==> config.mk <==
export PLATFORM = sky130hd
export DESIGN_NAME = cwp_window_ctrl
export DESIGN_NICKNAME = d
export VERILOG_FILES = /design/src/rtl/cwp_window_ctrl.sv
export SDC_FILE = /design/constraint.sdc
export NUM_CORES = 1
export LEC_CHECK = 0
export ABC_AREA = 1
export CELL_PAD_IN_SITES_DETAIL_PLACEMENT = 0
export CELL_PAD_IN_SITES_GLOBAL_PLACEMENT = 1
export CORE_UTILIZATION = 30
export DETAILED_ROUTE_END_ITERATION = 16
export PLACE_DENSITY = 0.83
export SLEW_MARGIN = 0
export SYNTH_ARGS = -nofsm -noshare
export SYNTH_HDL_FRONTEND = slang
export SYNTH_SLANG_ARGS = --single-unit
==> constraint.sdc <==
create_clock -name CLK -period 2.55 [get_ports CLK]
set_input_delay 0.255 -clock CLK [delete_from_list [all_inputs] [get_ports CLK]]
set_output_delay 0.255 -clock CLK [all_outputs]
set_load 0.05 [all_outputs]
==> src/rtl/cwp_window_ctrl.sv <==
// -----------------------------------------------------------------------------
// cwp_window_ctrl
//   Register-window controller for the CPIPE1 control path. Tracks the current
//   window pointer (CWP), the oldest resident window (SWP), the number of
//   resident windows and the depth of the in-memory save stack. A call that
//   finds every usable window occupied spills the oldest window to memory.
//   A return that finds only one window resident fills the most recently
//   spilled window back. Both transfers use a req/ack handshake and keep the
//   pipeline stalled until they finish.
//
//   Optional feature macro: WINDOW_STATS_EN
//     When defined, adds saturating 16-bit spill/fill completion counters
//     (spillCnt, fillCnt). When undefined, neither the ports nor the
//     counters exist.
// -----------------------------------------------------------------------------
module cwp_window_ctrl #(
    parameter int               NWIN         = 8,
    parameter int               CWPW         = 3,
    parameter int               REGS_PER_WIN = 16,
    parameter int               RIW          = 4,
    parameter int               AW           = 16,
    parameter logic [AW-1:0]    STACK_TOP    = 16'hFFF0
) (
    input  logic            CLK,
    input  logic            RESET_N,
    input  logic            WAIT,
    input  logic            changeCWPcall,
    input  logic            changeCWPret,
    input  logic            memAck,
    input  logic [31:0]     memRdata,
    output logic [CWPW-1:0] CWP,
    output logic [CWPW-1:0] SWP,
    output logic            memReq,
    output logic            memWrite,
    output logic [AW-1:0]   memAddr,
    output logic [RIW-1:0]  regIdx,
    output logic [31:0]     memWdata,
    input  logic [31:0]     regRdata,
    output logic            regWe,
    output logic            stallPipe,
    output logic            retErr,
    output logic            stackOvf
`ifdef WINDOW_STATS_EN
    ,
    output logic [15:0]     spillCnt,
    output logic [15:0]     fillCnt
`endif
);

    typedef enum logic [1:0] {
        ST_IDLE  = 2'd0,
        ST_SPILL = 2'd1,
        ST_FILL  = 2'd2,
        ST_DONE  = 2'd3
    } state_t;

    localparam logic [CWPW-1:0] OCC_MAX   = CWPW'(NWIN - 1);
    localparam logic [CWPW-1:0] OCC_MIN   = CWPW'(1);
    localparam logic [CWPW-1:0] CWP_ONE   = CWPW'(1);
    localparam logic [RIW-1:0]  IDX_LAST  = RIW'(REGS_PER_WIN - 1);
    localparam logic [RIW-1:0]  IDX_ONE   = RIW'(1);
    localparam logic [AW-1:0]   WIN_WORDS = AW'(REGS_PER_WIN);
    localparam logic [7:0]      DEPTH_MAX = 8'd255;

    // Registered state
    state_t          state_r;
    logic [CWPW-1:0] cwp_r;
    logic [CWPW-1:0] swp_r;
    logic [CWPW-1:0] occ_r;
    logic [7:0]      depth_r;
    logic [AW-1:0]   saveptr_r;
    logic [RIW-1:0]  idx_r;
    logic            is_spill_r;
    logic            ret_err_r;
    logic            stk_ovf_r;

    // Next-state values
    state_t          state_s;
    logic [CWPW-1:0] cwp_s;
    logic [CWPW-1:0] swp_s;
    logic [CWPW-1:0] occ_s;
    logic [7:0]      depth_s;
    logic [AW-1:0]   saveptr_s;
    logic [RIW-1:0]  idx_s;
    logic            is_spill_s;
    logic            ret_err_s;
    logic            stk_ovf_s;

    logic            accept_s;
    logic [AW-1:0]   idx_wide_s;
    logic            transfer_s;

    // Fill data travels straight from the memory port to the register-file
    // write port outside this block; it is only folded here so that the
    // port stays formally consumed.
    logic            unused_rdata_s;
    assign unused_rdata_s = ^memRdata;

    assign accept_s   = (state_r == ST_IDLE) && !WAIT && (changeCWPcall ^ changeCWPret);
    assign idx_wide_s = {{(AW-RIW){1'b0}}, idx_r};
    assign transfer_s = (state_r == ST_SPILL) || (state_r == ST_FILL);

    // Output decode: everything except regWe/memWdata comes from registers.
    assign CWP       = cwp_r;
    assign SWP       = swp_r;
    assign regIdx    = idx_r;
    assign memReq    = transfer_s;
    assign memWrite  = (state_r == ST_SPILL);
    assign regWe     = (state_r == ST_FILL) && memAck;
    assign stallPipe = (state_r != ST_IDLE);
    assign memWdata  = regRdata;
    assign retErr    = ret_err_r;
    assign stackOvf  = stk_ovf_r;

    // Transfer address: spills fill the slot just below SAVEPTR, fills read
    // the slot starting at SAVEPTR.
    always_comb begin
        memAddr = {AW{1'b0}};
        case (state_r)
            ST_SPILL: memAddr = saveptr_r - WIN_WORDS + idx_wide_s;
            ST_FILL:  memAddr = saveptr_r + idx_wide_s;
            default:  memAddr = {AW{1'b0}};
        endcase
    end

    // Next-state logic for the controller FSM and its bookkeeping registers.
    always_comb begin
        state_s    = state_r;
        cwp_s      = cwp_r;
        swp_s      = swp_r;
        occ_s      = occ_r;
        depth_s    = depth_r;
        saveptr_s  = saveptr_r;
        idx_s      = idx_r;
        is_spill_s = is_spill_r;
        ret_err_s  = 1'b0;
        stk_ovf_s  = 1'b0;

        case (state_r)
            ST_IDLE: begin
                idx_s = {RIW{1'b0}};
                if (accept_s && changeCWPcall) begin
                    if (occ_r != OCC_MAX) begin
                        cwp_s = cwp_r + CWP_ONE;
                        occ_s = occ_r + CWP_ONE;
                    end else if (depth_r != DEPTH_MAX) begin
                        state_s    = ST_SPILL;
                        is_spill_s = 1'b1;
                    end else begin
                        stk_ovf_s = 1'b1;
                    end
                end else if (accept_s && changeCWPret) begin
                    if (occ_r != OCC_MIN) begin
                        cwp_s = cwp_r - CWP_ONE;
                        occ_s = occ_r - CWP_ONE;
                    end else if (depth_r != 8'd0) begin
                        state_s    = ST_FILL;
                        is_spill_s = 1'b0;
                    end else begin
                        ret_err_s = 1'b1;
                    end
                end else begin
                    state_s = ST_IDLE;
                end
            end
            ST_SPILL, ST_FILL: begin
                if (memAck) begin
                    idx_s = idx_r + IDX_ONE;
                    if (idx_r == IDX_LAST) begin
                        state_s = ST_DONE;
                    end else begin
                        state_s = state_r;
                    end
                end else begin
                    idx_s = idx_r;
                end
            end
            ST_DONE: begin
                state_s = ST_IDLE;
                idx_s   = {RIW{1'b0}};
                if (is_spill_r) begin
                    swp_s     = swp_r + CWP_ONE;
                    cwp_s     = cwp_r + CWP_ONE;
                    saveptr_s = saveptr_r - WIN_WORDS;
                    depth_s   = depth_r + 8'd1;
                end else begin
                    swp_s     = swp_r - CWP_ONE;
                    cwp_s     = cwp_r - CWP_ONE;
                    saveptr_s = saveptr_r + WIN_WORDS;
                    depth_s   = depth_r - 8'd1;
                end
            end
            default: begin
                state_s = ST_IDLE;
                idx_s   = {RIW{1'b0}};
            end
        endcase
    end

    // State register with asynchronous reset to the idle, empty-stack state.
    always_ff @(posedge CLK or negedge RESET_N) begin
        if (!RESET_N) begin
            state_r    <= ST_IDLE;
            cwp_r      <= {CWPW{1'b0}};
            swp_r      <= {CWPW{1'b0}};
            occ_r      <= OCC_MIN;
            depth_r    <= 8'd0;
            saveptr_r  <= STACK_TOP;
            idx_r      <= {RIW{1'b0}};
            is_spill_r <= 1'b0;
            ret_err_r  <= 1'b0;
            stk_ovf_r  <= 1'b0;
        end else begin
            state_r    <= state_s;
            cwp_r      <= cwp_s;
            swp_r      <= swp_s;
            occ_r      <= occ_s;
            depth_r    <= depth_s;
            saveptr_r  <= saveptr_s;
            idx_r      <= idx_s;
            is_spill_r <= is_spill_s;
            ret_err_r  <= ret_err_s;
            stk_ovf_r  <= stk_ovf_s;
        end
    end

`ifdef WINDOW_STATS_EN
    logic [15:0] spill_cnt_r;
    logic [15:0] fill_cnt_r;

    assign spillCnt = spill_cnt_r;
    assign fillCnt  = fill_cnt_r;

    // Saturating completion counters, bumped in the DONE cycle of each sequence.
    always_ff @(posedge CLK or negedge RESET_N) begin
        if (!RESET_N) begin
            spill_cnt_r <= 16'd0;
            fill_cnt_r  <= 16'd0;
        end else if (state_r == ST_DONE) begin
            if (is_spill_r) begin
                if (spill_cnt_r != 16'hFFFF) begin
                    spill_cnt_r <= spill_cnt_r + 16'd1;
                end else begin
                    spill_cnt_r <= spill_cnt_r;
                end
            end else begin
                if (fill_cnt_r != 16'hFFFF) begin
                    fill_cnt_r <= fill_cnt_r + 16'd1;
                end else begin
                    fill_cnt_r <= fill_cnt_r;
                end
            end
        end else begin
            spill_cnt_r <= spill_cnt_r;
            fill_cnt_r  <= fill_cnt_r;
        end
    end
`endif

endmodule

==> insert_results.sql, run 1 <==
INSERT INTO impl_metrics (metric_group, metric, value, unit) VALUES
('yosys', 'synth_cells', '451', ''),
('critical_path', 'critical_path_required', '2.30', 'ns'),
('drt', 'route.vias.total', '2718', ''),
('clocking', 'clkLatencyLatePin', '0.30', 'ns'),
('global_route', 'antenna_found_initial', '0', ''),
('drt', 'residual_drc_count', '0', ''),
('placed_design', 'place_ws', '0.4011', 'ns'),
('sta', 'final.setup.worst_slack', '0.1536', 'ns'),
('placed_design', 'numPortBuffers', '37', ''),
('global_route', 'number_of_global_route_vias_before_repair', '2619', ''),
('flow_run', 'drv.max_cap_violation_count', '0', ''),
('global_route', 'gr-total-overflow', '0', ''),
('clocking', 'cts_inserted_buffers', '5', ''),
('sta', 'worstMarginPinSlew', '0.8936', 'ns'),
('sta', 'maxSlewViolCount', '0', ''),
('drt', 'routed_wire_length_per_instance', '11.84', 'microns'),
('die', 'total_die_area', '10980', 'sq um'),
('die', 'floorplan.die.height', '104.8', 'microns'),
('power', 'total_power', '4.121', 'mW'),
('critical_path', 'cp.buffers_inverters', '2', ''),
('yosys', 'synth_enable_flop_cells', '0', ''),
('placed_design', 'gp_congestion', '0.8364', ''),
('cells_and_area', 'final_layout_size_suffix_gt1_share', '12.85', '%'),
('sta', 'achievable_freq', '417.3', 'MHz'),
('die', 'row_count', '37', ''),
('power', 'pwr_density_cell', '1135', 'nW/um^2'),
('outcome', 'result_of_the_run', 'complete, no violations', ''),
('sta', 'period_share', '93.98', '%'),
('cells_and_area', 'area_delta_synth_final', '14.53', '%'),
('die', 'fp.coreArea', '10280', 'sq um'),
('sta', 'fin_setup_tns', '0', 'ns'),
('drt', 'drt_wl_total', '7045', 'microns'),
('global_route', 'largest_net_degree_at_the_start_of_global_routing', '39', ''),
('clocking', 'clk_transition_reported_paths', '0.08', 'ns'),
('critical_path', 'type_of_the_setup_path_with_the_least_slack', 'register to output pin', ''),
('clocking', 'htree_levels', '2', ''),
('critical_path', 'crit_fanout', '8', ''),
('drt', 'first_pass_iters', '4', ''),
('clocking', 'tritoncts', 'yes', ''),
('placed_design', 'post_dp_cell_area', '3532', 'sq um'),
('yosys', 'syn_area_per_cell', '7.027', 'sq um'),
('sta', 'timing.final.setup_violations', '0', ''),
('critical_path', 'critPathMaxStageDelay', '0.79', 'ns'),
('critical_path', 'worst_path_dominant_cell_family', 'buffers and inverters', ''),
('clocking', 'cts_sinks', '38', ''),
('cells_and_area', 'stdcell_area', '3630', 'sq um'),
('sta', 'period_needed', '2.396', 'ns'),
('sta', 'clock-skew-final', '0.008035', 'ns'),
('critical_path', 'worst_setup_path_start_kind', 'register', ''),
('yosys', 'number_of_distinct_standard_cells_referenced_by_the_synthesized_netlist', '34', ''),
('global_route', 'first_pass_grt_wire_length', '12120', 'microns'),
('critical_path', 'worstPathCellList', 'inv_1 -> ha_1 -> nand2_1 -> nand2_1 -> clkdlybuf4s50_1', ''),
('critical_path', 'cp_num_cells', '5', ''),
('sta', 'final_hold_vio_count', '0', ''),
('drt', 'first_iter_violations', '144', ''),
('clocking', 'max_buffers_root_to_sink', '2', ''),
('die', 'i_o_pin_count', '134', ''),
('yosys', 'yosysWarningCount', '0', ''),
('placed_design', 'dp_hpwl', '5280', 'microns'),
('yosys', 'ys.flop_type', 'sky130_fd_sc_hd__dfrtp_1', ''),
('critical_path', 'cell_occurring_most_often_along_the_worst_timing_path', 'sky130_fd_sc_hd__nand2_1', ''),
('power', 'power.ir.vdd_worst', '0.0005756', 'V'),
('power', 'p_leak', '1.692', 'nW'),
('yosys', 'synth_area', '3169', 'sq um'),
('sta', 'grt_setup_unrepaired', 'yes', ''),
('clocking', 'ctsRootBufferMaster', 'sky130_fd_sc_hd__clkbuf_8', ''),
('cells_and_area', 'highest_count_cells_in_the_layout_ignoring_fill_and_taps', '130 x sky130_fd_sc_hd__nand2_1, 58 x sky130_fd_sc_hd__inv_1, 34 x sky130_fd_sc_hd__nor2_1', ''),
('sta', 'final.hold.worst_slack', '0.08283', 'ns'),
('drt', 'detail_route.vias_per_cell', '4.568', ''),
('die', 'die-width', '104.8', 'microns'),
('hold_path', 'hold_path_class', 'primary input to async pin', '');
path summary, 6_finish.rpt:
kind	start	end	slack, ns
setup / recovery	state_r[0]	memAddr[4]	0.15
hold / removal	RESET_N	SWP[1]	0.08
setup reg to reg	state_r[0]	CWP[1]	0.62
hold reg to reg	SWP[2]	SWP[2]	0.48
max in group asynchronous	RESET_N	regIdx[1]	1.91
min in group CLK	SWP[2]	SWP[2]	0.48
timing repair:
action / in CTS / in global routing
endpoints found under the hold margin: 0 / 0
gates resized for setup: 0 / 3
endpoints found under the setup margin: 0 / 3
cell families (layout without fill, tap and decap cells):
kind of cell    Yosys count  after routing  share of synthesized area [%]
compound gates           54             54                          9.436
fa+ha+maj                21             21                          8.764
flops                    38             38                          30.52
buf+inv                 103            111                          16.34
simple gates            215            215                          29.41
xor+xnor                 20             20                          5.527
flip-flops by register name, summed over array words and instances (netlist names):
name and cells:
CWP 3, SWP 3, depth_r 8, is_spill_r 1, occ_r 3, regIdx 4
retErr 1, saveptr_r 12, stackOvf 1, state_r 2
area by class of cell:
| cell class | count | area [sq um] |
|---|---|---|
| Inverter | 60 | 225.2 |
| Clock buffer | 8 | 90.09 |
| Timing Repair Buffer | 43 | 485.5 |
| Fill cell | 1133 | 6648 |
| Multi-Input combinational cell | 310 | 1692 |
| Sequential cell | 38 | 967.2 |
| Tap cell | 136 | 170.2 |
report_power, final:
| group | switching, mW | leakage [nW] | internal (mW) |
|---|---|---|---|
| Combinational | 1.56 | 1.20 | 0.907 |
| Sequential | 0.293 | 0.446 | 0.906 |
| Clock | 0.230 | 0.0455 | 0.221 |
synth_stat cells, drive strengths merged, types with 2 or more instances:
library cell	n	share of area [%]
o211ai	2	0.47
nand3	30	5.2
nor2	40	5.8
dfstp	13	11
ha	19	7.5
o21ai	25	3.9
a31oi	2	0.39
inv	60	7.1
buf	38	8.6
nor3	4	0.79
xor2	15	4.1
a21oi	18	3.0
fa	2	1.3
o21bai	2	0.47
nand4	8	1.6
nand2	131	16
dfrtp	25	20
xnor2	5	1.4
or2	2	0.39
clkbuf	5	0.63
layer usage:
layer | share of wire, % | track usage (%) | vias up
li1 | - | - | 1398
met1 | 49 | 17.94 | 1258
met2 | 46 | 22.47 | 56
met3 | 4.2 | 3.057 | 6
met4 | 0.68 | 2.918 | 0
met5 | 0 | 0 | -
worst register-to-register path, cell delays in order (launching register included):
cell	delay [ns]
sky130_fd_sc_hd__dfrtp_1	0.40
sky130_fd_sc_hd__inv_1	0.08
sky130_fd_sc_hd__ha_1	0.40
sky130_fd_sc_hd__inv_1	0.45
sky130_fd_sc_hd__nand2_1	0.11
sky130_fd_sc_hd__inv_1	0.07
sky130_fd_sc_hd__nand2_1	0.12
sky130_fd_sc_hd__inv_1	0.10
sky130_fd_sc_hd__nand3_1	0.09
sky130_fd_sc_hd__nand2_1	0.07
per-stage QoR:
step,utilization (%),instances
floorplan,-,451
global placement,34.37,587
detailed placement,34.37,587
CTS,35.24,595
global route,35.32,595
finish,35.32,595
Power figures use the tool's default switching activity.
==> run 2: changes to the inputs <==
--- a/config.mk
+++ b/config.mk
@@ -15,3 +15,4 @@
 export SYNTH_ARGS = -nofsm -noshare
 export SYNTH_HDL_FRONTEND = slang
 export SYNTH_SLANG_ARGS = --single-unit
+export TNS_END_PERCENT = 10
==> results of run 2 <==
Final layout, timing and power as in run 1 (identical DEF).
==> run 3: changes to the inputs <==
--- a/config.mk
+++ b/config.mk
@@ -8,9 +8,10 @@
 export ABC_AREA = 1
 export CELL_PAD_IN_SITES_DETAIL_PLACEMENT = 0
 export CELL_PAD_IN_SITES_GLOBAL_PLACEMENT = 1
+export CORE_MARGIN = 2
 export CORE_UTILIZATION = 30
 export DETAILED_ROUTE_END_ITERATION = 16
-export PLACE_DENSITY = 0.83
+export PLACE_DENSITY_LB_ADDON = 0.08
 export SLEW_MARGIN = 0
 export SYNTH_ARGS = -nofsm -noshare
 export SYNTH_HDL_FRONTEND = slang
==> constraint.sdc (replaced) <==
create_clock -name CLK -period 2.55 [get_ports CLK]
set_input_delay 0.765 -clock CLK [delete_from_list [all_inputs] [get_ports CLK]]
set_output_delay 0.765 -clock CLK [all_outputs]
set_load 0.05 [all_outputs]
==> run 3 against run 2 <==
Clock skew is essentially flat. Cell count grew 3.4%. Die area grew 3.9%. Final area grew 15%. Global-route usage grew 1.4 points. Register-to-register slack gained 0.03 ns. First-iteration DRC count shrank 19%. Largest cell class unchanged. Worst setup slack lost 0.14 ns. Power grew 16%. Sequential share of layout area shrank 3.4 points. Count of clock-buffer cells in the layout shrank 2. Largest power group unchanged. Sequential power is essentially flat.
==> insert_results.sql, run 3 (synthesis gave the netlist of run 1 again) <==
INSERT INTO impl_metrics (metric_group, metric, value, unit) VALUES
('outcome', 'result_of_the_run', 'complete, no violations', ''),
('power', 'net_switching_component_of_the_power', '2.366', 'mW'),
('critical_path', 'critPathMaxStageDelay', '0.55', 'ns'),
('critical_path', 'crit-reg2reg-launch', 'state_r[1]', ''),
('global_route', 'antenna_found_initial', '0', ''),
('critical_path', 'endpoint_kind', 'output pin', ''),
('sta', 'timing.max_slew.rel_slack', '64.50', '%'),
('die', 'floorplan.die.height', '106.8', 'microns'),
('power', 'power.combinational.fraction', '65.5', '%'),
('sta', 'grt_setup_unrepaired', 'yes', ''),
('critical_path', 'crit_start', 'saveptr_r[5]', ''),
('critical_path', 'worstPathArrival', '1.77', 'ns'),
('sta', 'timing.final.setup_violations', '0', ''),
('critical_path', 'worst_setup_path_start_kind', 'register', ''),
('cells_and_area', 'final_nets', '569', ''),
('drt', 'route.vias.total', '2752', ''),
('global_route', 'number_of_global_route_vias_before_repair', '2743', ''),
('power', 'p_leak', '1.851', 'nW'),
('clocking', 'clk_transition_reported_paths', '0.08', 'ns'),
('critical_path', 'worstPathCellList', 'inv_2 -> ha_4 -> nand3_4 -> nor2_1 -> xor2_1 -> nand2_1 -> a21oi_4 -> buf_12', ''),
('sta', 'worstMarginPinSlew', '0.5319', 'ns'),
('cells_and_area', 'antenna-diode-count', '0', ''),
('cells_and_area', 'final_layout_size_suffix_gt1_share', '25.05', '%'),
('hold_path', 'hold_path_class', 'primary input to async pin', ''),
('power', 'clock_power_share', '9.7', '%'),
('die', 'fp.coreArea', '10280', 'sq um'),
('power', 'cell_internal_pwr', '2.397', 'mW'),
('global_route', 'largest_net_degree_at_the_start_of_global_routing', '18', ''),
('sta', 'clock-skew-final', '0.008071', 'ns'),
('sta', 'maxSlewViolCount', '0', ''),
('cells_and_area', 'area_delta_synth_final', '31.31', '%'),
('sta', 'period_needed', '2.538', 'ns'),
('power', 'power.sequential.fraction', '24.8', '%'),
('critical_path', 'timing.reg2reg.setup_slack', '0.65', 'ns'),
('sta', 'final_hold_vio_count', '0', ''),
('cells_and_area', 'final_common_cell', 'sky130_fd_sc_hd__nand2_1', ''),
('critical_path', 'critical_path_required', '1.79', 'ns'),
('cells_and_area', 'stdcell_area', '4161', 'sq um'),
('cells_and_area', 'largest_register', 'saveptr_r', ''),
('critical_path', 'type_of_the_setup_path_with_the_least_slack', 'register to output pin', ''),
('placed_design', 'dp_hpwl', '5983', 'microns'),
('clocking', 'ctsRootBufferMaster', 'sky130_fd_sc_hd__clkbuf_8', ''),
('drt', 'first_pass_iters', '4', ''),
('power', 'power_switching_share', '49.68', '%'),
('drt', 'routed_wire_length_per_instance', '13.08', 'microns'),
('power', 'pwr_density_cell', '1144', 'nW/um^2'),
('power', 'power.ir.vdd_worst', '0.0005694', 'V'),
('critical_path', 'crit_fanout', '3', ''),
('sta', 'period_share', '99.51', '%'),
('clocking', 'max_buffers_root_to_sink', '2', ''),
('clocking', 'tritoncts', 'yes', ''),
('die', 'total_die_area', '11400', 'sq um'),
('global_route', 'first_pass_grt_wire_length', '13680', 'microns'),
('die', 'i_o_pin_count', '134', ''),
('clocking', 'htree_levels', '2', ''),
('critical_path', 'crit_path_top_delay_cell', 'sky130_fd_sc_hd__dfstp_2', ''),
('placed_design', 'numPortBuffers', '37', ''),
('cells_and_area', 'largest_register_ffs', '12', ''),
('placed_design', 'post_dp_cell_area', '3881', 'sq um'),
('sta', 'achievable_freq', '394.1', 'MHz'),
('die', 'die-width', '106.8', 'microns'),
('drt', 'drt_wl_total', '8042', 'microns'),
('power', 'total_power', '4.763', 'mW'),
('drt', 'antenna_violating_nets_post_route', '0', ''),
('clocking', 'cts_sinks', '38', ''),
('clocking', 'clkLatencyLatePin', '0.30', 'ns'),
('drt', 'detail_route.vias_per_cell', '4.475', ''),
('die', 'initial_utilization', '30.84', '%'),
('placed_design', 'gp_congestion', '0.7874', ''),
('global_route', 'gr-total-overflow', '0', ''),
('global_route', 'globalRouteTotalUtil', '14.99', '%'),
('cells_and_area', 'fill_cells', '1088', ''),
('cells_and_area', 'layout.core_utilization', '40.49', '%'),
('cells_and_area', 'highest_count_cells_in_the_layout_ignoring_fill_and_taps', '123 x sky130_fd_sc_hd__nand2_1, 54 x sky130_fd_sc_hd__inv_1, 28 x sky130_fd_sc_hd__nor2_1', ''),
('drt', 'first_iter_violations', '116', ''),
('drt', 'residual_drc_count', '0', ''),
('sta', 'fin_setup_tns', '0', 'ns'),
('sta', 'final.hold.worst_slack', '0.3558', 'ns'),
('clocking', 'cts-hold-fix-buffers', '0', ''),
('clocking', 'cts_inserted_buffers', '5', ''),
('die', 'row_count', '37', ''),
('flow_run', 'drv.max_cap_violation_count', '0', '');
==> run 3: cell count changes in the layout (fill, tap and decap cells not counted), moves of 6 or more <==
| cell | previous run | this run |
|---|---|---|
| sky130_fd_sc_hd__nor2_1 | 34 | 28 |
| sky130_fd_sc_hd__a21oi_1 | 15 | 6 |
| sky130_fd_sc_hd__buf_4 | 12 | 23 |
| sky130_fd_sc_hd__nand2_1 | 130 | 123 |
| sky130_fd_sc_hd__nand2_2 | 1 | 7 |
| sky130_fd_sc_hd__buf_12 | 9 | 20 |
| sky130_fd_sc_hd__a21oi_4 | 0 | 11 |
==> run 3: layout make-up <==
type	count	area, sq um	share of cell area [%]
flip-flops and latches	38	967.2	23.24
repair buffers	63	772.0	18.55
clock inverters	2	12.51	0.3007
well taps	136	170.2	4.089
inverters	60	225.2	5.412
multi-input cells	310	1932	46.42
clock buffers	6	82.58	1.984
==> run 3: path summary, 6_finish.rpt <==
kind                           endpoint  cells past startpoint
setup / recovery            memAddr[10]                      8
hold / removal               depth_r[5]                      1
setup reg to reg                 CWP[1]                      8
hold reg to reg                  SWP[2]                      1
max in group asynchronous  saveptr_r[5]                      2
min in group CLK                 SWP[2]                      1
==> run 3: worst max-delay path: cells and delay by family (launching register included) <==
family / cells / cell delay, ns
compound gates: 1 / 0.16
buf+inv: 2 / 0.20
simple gates: 3 / 0.28
flops: 1 / 0.55
xor+xnor: 1 / 0.13
fa+ha+maj: 1 / 0.16
==> run 3: metrics by stage <==
stage	std cells	setup WS (ns)
after floorplan	451	-0.08551
after global placement	599	0.07034
after detailed placement	599	0.04680
after CTS	615	-0.02753
after global routing	615	-0.09243
final	615	0.01245
==> run 3: timing repair <==
action                                  CTS  global route
pin swaps                                11             6
endpoints found under the setup margin   15            10
gates resized for setup                  28             6
buffers inserted                          8             0
==> run 3: power groups by stage <==
stage	Combinational, mW	Sequential (mW)	Clock [mW]
after floorplan	2.03	1.28	0
after global placement	2.81	1.18	0
after detailed placement	2.83	1.18	0
after CTS	3.13	1.18	0.487
after global routing	3.50	1.23	0.508
final	3.12	1.18	0.461
==> run 3: metal layers <==
layer  share of wire [%]  GRT usage, %  vias up
li1                    -             -     1441
met1                  51         21.21     1259
met2                  46         24.34       44
met3                 2.8         2.432        8
met4                0.53         2.690        0
met5                   0             0        -
